File: src/rtl/muldiv_iter_unit.sv
// Iterative M-extension unit: radix-2 shift-add multiply and restoring divide, one bit per cycle.
// Build option MULDIV_FAST_MUL_EN selects a single-cycle multiplier for mul ops.
package muldiv_iter_pkg;
   typedef enum logic [3:0] {
      ALU_ADD   = 4'd0,
      ALU_SUB   = 4'd1,
      ALU_AND   = 4'd2,
      ALU_OR    = 4'd3,
      ALU_MUL_U = 4'd8,
      ALU_MUL_S = 4'd9,
      ALU_DIV_S = 4'd10,
      ALU_DIV_U = 4'd11,
      ALU_REM_S = 4'd12,
      ALU_REM_U = 4'd13
   } aluop_e;
endpackage

module muldiv_iter_unit
   import muldiv_iter_pkg::*;
#(
   parameter int XLEN = 32
) (
   input  logic            clk,
   input  logic            rst_n,
   input  logic            flush_i,
   input  logic            in_valid_i,
   output logic            in_ready_o,
   input  aluop_e          op_i,
   input  logic            mul_hi_i,
   input  logic            mulhsu_i,
   input  logic [XLEN-1:0] rs1_i,
   input  logic [XLEN-1:0] rs2_i,
   output logic            out_valid_o,
   input  logic            out_ready_i,
   output logic [XLEN-1:0] result_o
);

   localparam int CNT_W = $clog2(XLEN);
   localparam logic [CNT_W-1:0] CNT_LAST = CNT_W'(XLEN - 1);
   localparam logic [XLEN-1:0] ALL_ONES = {XLEN{1'b1}};
   localparam logic [XLEN-1:0] ZERO_W = {XLEN{1'b0}};
   localparam logic [XLEN-1:0] MIN_NEG = {1'b1, {(XLEN-1){1'b0}}};

   typedef enum logic [1:0] {
      ST_IDLE = 2'd0,
      ST_CALC = 2'd1,
      ST_DONE = 2'd2
   } state_e;

   state_e            state_q, state_d;
   logic [CNT_W-1:0]  cnt_q, cnt_d;
   logic [XLEN-1:0]   hi_q, hi_d;
   logic [XLEN-1:0]   lo_q, lo_d;
   logic [XLEN-1:0]   b_q, b_d;
   logic              is_mul_q, is_mul_d;
   logic              hi_sel_q, hi_sel_d;
   logic              rem_sel_q, rem_sel_d;
   logic              neg_q, neg_d;
   logic [XLEN-1:0]   result_q, result_d;
   logic              out_valid_q, out_valid_d;
   logic              in_ready_q, in_ready_d;

   logic              op_mul_s, op_div_s, op_rem_s;
   logic              sgn_a_raw_s, sgn_b_raw_s, sgn_a_s, sgn_b_s;
   logic              neg_a_s, neg_b_s;
   logic [XLEN-1:0]   mag_a_s, mag_b_s;

   logic [XLEN:0]     mul_sum_s;
   logic [2*XLEN-1:0] mul_prod_s, mul_prod_sgn_s;
   logic [XLEN-1:0]   mul_res_s;
   logic [XLEN:0]     div_rem_sh_s, div_diff_s;
   logic              div_ge_s;
   logic [XLEN-1:0]   div_rem_s, div_quo_s, div_pick_s, div_res_s;

`ifdef MULDIV_FAST_MUL_EN
   logic [2*XLEN-1:0] fast_prod_s, fast_prod_sgn_s;
   logic [XLEN-1:0]   fast_res_s;
`endif

   // Decode the offered op into kind and operand signedness.
   always_comb begin
      op_mul_s    = 1'b0;
      op_div_s    = 1'b0;
      op_rem_s    = 1'b0;
      sgn_a_raw_s = 1'b0;
      sgn_b_raw_s = 1'b0;
      case (op_i)
         ALU_MUL_U: op_mul_s = 1'b1;
         ALU_MUL_S: begin
            op_mul_s    = 1'b1;
            sgn_a_raw_s = 1'b1;
            sgn_b_raw_s = 1'b1;
         end
         ALU_DIV_S: begin
            op_div_s    = 1'b1;
            sgn_a_raw_s = 1'b1;
            sgn_b_raw_s = 1'b1;
         end
         ALU_DIV_U: op_div_s = 1'b1;
         ALU_REM_S: begin
            op_div_s    = 1'b1;
            op_rem_s    = 1'b1;
            sgn_a_raw_s = 1'b1;
            sgn_b_raw_s = 1'b1;
         end
         ALU_REM_U: begin
            op_div_s = 1'b1;
            op_rem_s = 1'b1;
         end
         default: op_mul_s = 1'b0;
      endcase
      // MULHSU forces rs1 signed and rs2 unsigned regardless of the mul op sign.
      sgn_a_s = (op_mul_s && mulhsu_i) ? 1'b1 : sgn_a_raw_s;
      sgn_b_s = (op_mul_s && mulhsu_i) ? 1'b0 : sgn_b_raw_s;
      neg_a_s = sgn_a_s & rs1_i[XLEN-1];
      neg_b_s = sgn_b_s & rs2_i[XLEN-1];
      mag_a_s = neg_a_s ? (ZERO_W - rs1_i) : rs1_i;
      mag_b_s = neg_b_s ? (ZERO_W - rs2_i) : rs2_i;
   end

`ifdef MULDIV_FAST_MUL_EN
   // Single-cycle magnitude product with sign applied afterwards.
   always_comb begin
      fast_prod_s     = {ZERO_W, mag_a_s} * {ZERO_W, mag_b_s};
      fast_prod_sgn_s = (neg_a_s ^ neg_b_s) ? ((2*XLEN)'(0) - fast_prod_s) : fast_prod_s;
      fast_res_s      = mul_hi_i ? fast_prod_sgn_s[2*XLEN-1:XLEN] : fast_prod_sgn_s[XLEN-1:0];
   end
`endif

   // One iteration of shift-add multiply and restoring divide, plus final sign fix-up.
   always_comb begin
      mul_sum_s      = {1'b0, hi_q} + (lo_q[0] ? {1'b0, b_q} : {(XLEN+1){1'b0}});
      mul_prod_s     = {mul_sum_s, lo_q[XLEN-1:1]};
      mul_prod_sgn_s = neg_q ? ((2*XLEN)'(0) - mul_prod_s) : mul_prod_s;
      mul_res_s      = hi_sel_q ? mul_prod_sgn_s[2*XLEN-1:XLEN] : mul_prod_sgn_s[XLEN-1:0];
      div_rem_sh_s   = {hi_q, lo_q[XLEN-1]};
      div_diff_s     = div_rem_sh_s - {1'b0, b_q};
      div_ge_s       = ~div_diff_s[XLEN];
      div_rem_s      = div_ge_s ? div_diff_s[XLEN-1:0] : div_rem_sh_s[XLEN-1:0];
      div_quo_s      = {lo_q[XLEN-2:0], div_ge_s};
      div_pick_s     = rem_sel_q ? div_rem_s : div_quo_s;
      div_res_s      = neg_q ? (ZERO_W - div_pick_s) : div_pick_s;
   end

   // Next-state, datapath and output-register logic.
   always_comb begin
      state_d   = state_q;
      cnt_d     = cnt_q;
      hi_d      = hi_q;
      lo_d      = lo_q;
      b_d       = b_q;
      is_mul_d  = is_mul_q;
      hi_sel_d  = hi_sel_q;
      rem_sel_d = rem_sel_q;
      neg_d     = neg_q;
      result_d  = result_q;
      if (flush_i) begin
         state_d = ST_IDLE;
      end else begin
         case (state_q)
            ST_IDLE: begin
               if (in_valid_i) begin
                  is_mul_d  = op_mul_s;
                  hi_sel_d  = mul_hi_i;
                  rem_sel_d = op_rem_s;
                  neg_d     = op_rem_s ? neg_a_s : (neg_a_s ^ neg_b_s);
                  hi_d      = ZERO_W;
                  lo_d      = mag_a_s;
                  b_d       = mag_b_s;
                  cnt_d     = CNT_LAST;
                  if (!op_mul_s && !op_div_s) begin
                     result_d = ZERO_W;
                     state_d  = ST_DONE;
                  end else if (op_div_s && (rs2_i == ZERO_W)) begin
                     result_d = op_rem_s ? rs1_i : ALL_ONES;
                     state_d  = ST_DONE;
                  end else if (op_div_s && sgn_a_s && (rs1_i == MIN_NEG) && (rs2_i == ALL_ONES)) begin
                     result_d = op_rem_s ? ZERO_W : rs1_i;
                     state_d  = ST_DONE;
`ifdef MULDIV_FAST_MUL_EN
                  end else if (op_mul_s) begin
                     result_d = fast_res_s;
                     state_d  = ST_DONE;
`endif
                  end else begin
                     state_d = ST_CALC;
                  end
               end else begin
                  state_d = ST_IDLE;
               end
            end
            ST_CALC: begin
               if (is_mul_q) begin
                  hi_d = mul_sum_s[XLEN:1];
                  lo_d = {mul_sum_s[0], lo_q[XLEN-1:1]};
               end else begin
                  hi_d = div_rem_s;
                  lo_d = div_quo_s;
               end
               if (cnt_q == {CNT_W{1'b0}}) begin
                  result_d = is_mul_q ? mul_res_s : div_res_s;
                  cnt_d    = {CNT_W{1'b0}};
                  state_d  = ST_DONE;
               end else begin
                  cnt_d   = cnt_q - CNT_W'(1);
                  state_d = ST_CALC;
               end
            end
            ST_DONE: begin
               if (out_ready_i) begin
                  state_d = ST_IDLE;
               end else begin
                  state_d = ST_DONE;
               end
            end
            default: state_d = ST_IDLE;
         endcase
      end
      in_ready_d  = (state_d == ST_IDLE);
      out_valid_d = (state_d == ST_DONE);
   end

   // State and datapath registers.
   always_ff @(posedge clk or negedge rst_n) begin
      if (!rst_n) begin
         state_q     <= ST_IDLE;
         cnt_q       <= {CNT_W{1'b0}};
         hi_q        <= ZERO_W;
         lo_q        <= ZERO_W;
         b_q         <= ZERO_W;
         is_mul_q    <= 1'b0;
         hi_sel_q    <= 1'b0;
         rem_sel_q   <= 1'b0;
         neg_q       <= 1'b0;
         result_q    <= ZERO_W;
         out_valid_q <= 1'b0;
         in_ready_q  <= 1'b1;
      end else begin
         state_q     <= state_d;
         cnt_q       <= cnt_d;
         hi_q        <= hi_d;
         lo_q        <= lo_d;
         b_q         <= b_d;
         is_mul_q    <= is_mul_d;
         hi_sel_q    <= hi_sel_d;
         rem_sel_q   <= rem_sel_d;
         neg_q       <= neg_d;
         result_q    <= result_d;
         out_valid_q <= out_valid_d;
         in_ready_q  <= in_ready_d;
      end
   end

   assign in_ready_o  = in_ready_q;
   assign out_valid_o = out_valid_q;
   assign result_o    = result_q;

endmodule

File: config.mk
export PLATFORM = sky130hd
export DESIGN_NAME = muldiv_iter_unit
export DESIGN_NICKNAME = d
export VERILOG_FILES = /design/src/rtl/muldiv_iter_unit.sv
export SDC_FILE = /design/constraint.sdc
export NUM_CORES = 1
export LEC_CHECK = 0
export BUFFER_PORTS_ARGS = -buffer_cell sky130_fd_sc_hd__buf_2
export CORE_UTILIZATION = 44
export CTS_CLUSTER_SIZE = 10
export DETAILED_ROUTE_END_ITERATION = 7
export GPL_TIMING_DRIVEN = 0
export SYNTH_ARGS = -nofsm -noshare
export SYNTH_HDL_FRONTEND = slang
export SYNTH_SLANG_ARGS = --single-unit
File: constraint.sdc
create_clock -name clk -period 4.45 [get_ports clk]
set_input_delay 0.2225 -clock clk [delete_from_list [all_inputs] [get_ports clk]]
set_output_delay 0.2225 -clock clk [all_outputs]
set_load 0.05 [all_outputs]
==> flow_summary_export.csv <==
group,metric,value,unit
flow_run,cap_violations,0,
clock_tree,cts_max_level,4,
worst_setup_path,path_buf_inv,6,
layout,final_common_cell,"nand2_1",
place,gp_congestion,1.01,
clock_tree,cts_root_buf,"clkbuf_16",
logic_synthesis,syn_area_per_cell,7.22,um2
layout,nFillCells,3646,
floorplanning,start_util,0.448,
place,dp.cells,2852,
timing,skew,0.0126,ns
floorplanning,num_rows,70,
logic_synthesis,synth_edf_count,0,
clock_tree,numCtsBuffers,17,
place,hpwl,57000,um
clock_tree,cts.sinks,141,
timing,whs,0.0364,ns
timing,max_freq,220,MHz
logic_synthesis,synth_cell_types,104,
global_routing,use_met3,0.0767,
floorplanning,die_w,195,um
global_routing,grt_use_met1,0.513,
min_path,holdCritPathClass,"in -> reg",
logic_synthesis,ys.flop_type,"dfrtp_1",
worst_setup_path,crit_chain,"inv_4, ha_4, inv_2, fa_2, a211oi_2, o211ai_2, nand4_4, a21oi_4, or2_4, nand2_4, clkbuf_16, mux2i_4, a21oi_2, inv_2, ha_4, o211ai_1, buf_4, nor4_4, buf_4, or4b_1, o21ai_1, o21ai_1",
floorplanning,io_pins,109,
power,leakage,8.00,nW
drt,vias_per_cell,6.41,
global_routing,grt_pass1_wl,109000,um
worst_setup_path,cp_max_fo,8,
global_routing,grt-busiest-layer,"met2",
layout,syn_to_final_growth,20.9,%
worst_setup_path,path_delay_family,"simple AND/OR/NAND/NOR gates",
timing,tns,-0.403,ns
timing,setup_violations,7,
timing,fin_crit_sh,1.02,
logic_synthesis,ys_seq_area_frac,0.215,
clock_tree,cts_tree,"done",
drt,drt-initial-drc-count,1916,
outcome,status,"complete, but fails checks",
logic_synthesis,async_flop_share,1.00,
layout,most-common-layout-cells,"270 x nand2_1, 230 x o21ai_0, 221 x nor2_1",
global_routing,antenna_found_initial,0,
global_routing,grt_pass1_vias,17600,
worst_setup_path,crit_arrival,4.88,ns
global_routing,grt_start_max_net_pins,80,
place,io_buffers,107,
drt,drt_wl_total,73000,um
layout,nNetsFinal,2628,
global_routing,overflow,0,
drt,dr.pass1.iters,6,
logic_synthesis,netlist_instances,2276,
worst_setup_path,endpoint_kind,"flop",
drt,drc,0,
clock_tree,clk_pin_slew,0.07,ns
timing,layout_setup_ws,-0.0922,ns
worst_setup_path,cpPeakStageDelay,0.45,ns
logic_synthesis,synth-seq-cells,141,
worst_setup_path,critPathSlowestCell,"dfrtp_2",
power,finalPower,0.00758,W
timing,finalCriticalPeriod,4.54,ns
drt,ant_nets,0,
timing,relSlewSlack,0.202,
clock_tree,clk_path_buf_depth,2,
drt,wire_per_inst,24.6,um
timing,slew_viol_final,0,
timing,hold_viol_final,0,
floorplanning,die-area,38100,um2
worst_setup_path,required,4.79,ns
worst_setup_path,rrSetupSlack,-0.09,ns
logic_synthesis,synth_fp_nets,2423,
timing,worst-slew-pin-transition,1.18,ns
floorplanning,die_h,195,um
drt,vias,19000,
floorplanning,core_area,36700,um2
timing,rsz0062_at_grt,"yes",
logic_synthesis,syn_area,16400,um2
logic_synthesis,yosysWarnings,0,
worst_setup_path,critPathKind,"reg -> reg",
clock_tree,clock_latency,0.47,ns
place,dpl_worst_slack,-1.64,ns
layout,final_cells,2963,
power,ir_drop,377,uV
power,power_density,382,nW/um2
layout,drive_gt1_frac,0.182,
outcome,violations,"setup timing",
global_routing,grt_use_total,0.378,
worst_setup_path,startpoint_type,"flop",
global_routing,use_met2,0.587,
logic make-up after synthesis:
logic type                 count (synthesis)  share of synthesized area
AOI/OAI and AO/OA                        784                      0.304
buffers and inverters                    242                     0.0607
adders and majority gates                 73                     0.0563
xor gates and xnor gates                 184                     0.0985
DFF                                      141                      0.215
muxes                                     58                     0.0360
and+or+nand+nor                          794                      0.230
layer usage:
metal,vias to the layer above,part of all wire
li1,8652,-
met1,9167,0.42
met2,1007,0.44
met3,172,0.098
met4,2,0.037
met5,-,0.0010
power breakdown:
part / switching, W / internal, W
Combinational: 0.00282 / 0.00151
Clock: 0.000649 / 0.000906
Sequential: 0.000201 / 0.00149
Total: 0.00367 / 0.00391
repair_timing:
item,CTS,global route
setup buffers,51,32
gates resized for setup,96,132
hold endpoints to repair,63,0
pin swaps,30,65
setup endpoints to repair,51,21
hold buffers,2,0
metrics by stage:
step                      utilization  instance area [um2]
after global routing            0.541                19900
after CTS                       0.520                19100
after detailed placement        0.479                17600
final                           0.541                19900
after floorplan                     -                16400
after global placement          0.478                17600
Yosys cell counts (10+ instances only):
library cell,n,area (um2)
nand2_1,274,1030
o21ai_0,240,1200
nor2_1,227,852
a21oi_1,217,1090
dfrtp_1,140,3500
clkbuf_1,124,465
xnor2_1,106,928
inv_1,78,293
xor2_1,77,674
ha_1,70,876
nor3_1,65,325
mux2i_1,49,490
nand3_1,39,195
o31ai_1,34,255
a21o_1,25,188
o211ai_1,25,188
a31oi_1,24,150
or3_1,23,144
buf_2,21,105
o41ai_1,20,175
or4_1,19,143
nand2b_1,17,106
nand4_1,17,106
a211oi_1,16,120
nor4_1,16,100
o21a_1,15,113
o21ai_1,15,75.1
and3_1,14,87.6
o22ai_1,14,87.6
and2_1,13,81.3
or2_2,10,62.6
registers in the layout, indices dropped and copies added (netlist names):
signal,flops
lo_q,32
hi_sel_q,1
out_valid_o,1
hi_q,32
in_ready_o,1
result_o,32
cnt_q,5
b_q,32
state_q,2
rem_sel_q,1
is_mul_q,1
neg_q,1
area by class of cell:
| type | count | area, um2 | area share |
|---|---|---|---|
| Multi-Input combinational cell | 1893 | 12800 | 0.644 |
| Clock buffer | 18 | 439 | 0.0221 |
| Tap cell | 468 | 586 | 0.0295 |
| Antenna cell | 1 | 2.50 | 0.000126 |
| Timing Repair Buffer | 193 | 1240 | 0.0623 |
| Inverter | 78 | 304 | 0.0153 |
| Clock inverter | 14 | 180 | 0.00907 |
| Buffer | 157 | 790 | 0.0397 |
| Sequential cell | 141 | 3530 | 0.178 |
final timing paths:
kind / from / cells after the start / endpoint
worst min-delay path: flush_i / 2 / out_valid_o
max in group asynchronous: rst_n / 3 / in_ready_o
worst max-delay path: lo_q[31] / 22 / result_o[30]
worst min register to register: result_o[7] / 2 / result_o[7]
min in group asynchronous: rst_n / 2 / hi_q[8]
worst max register to register: lo_q[31] / 22 / result_o[30]
(Power assumes the default switching activity.)
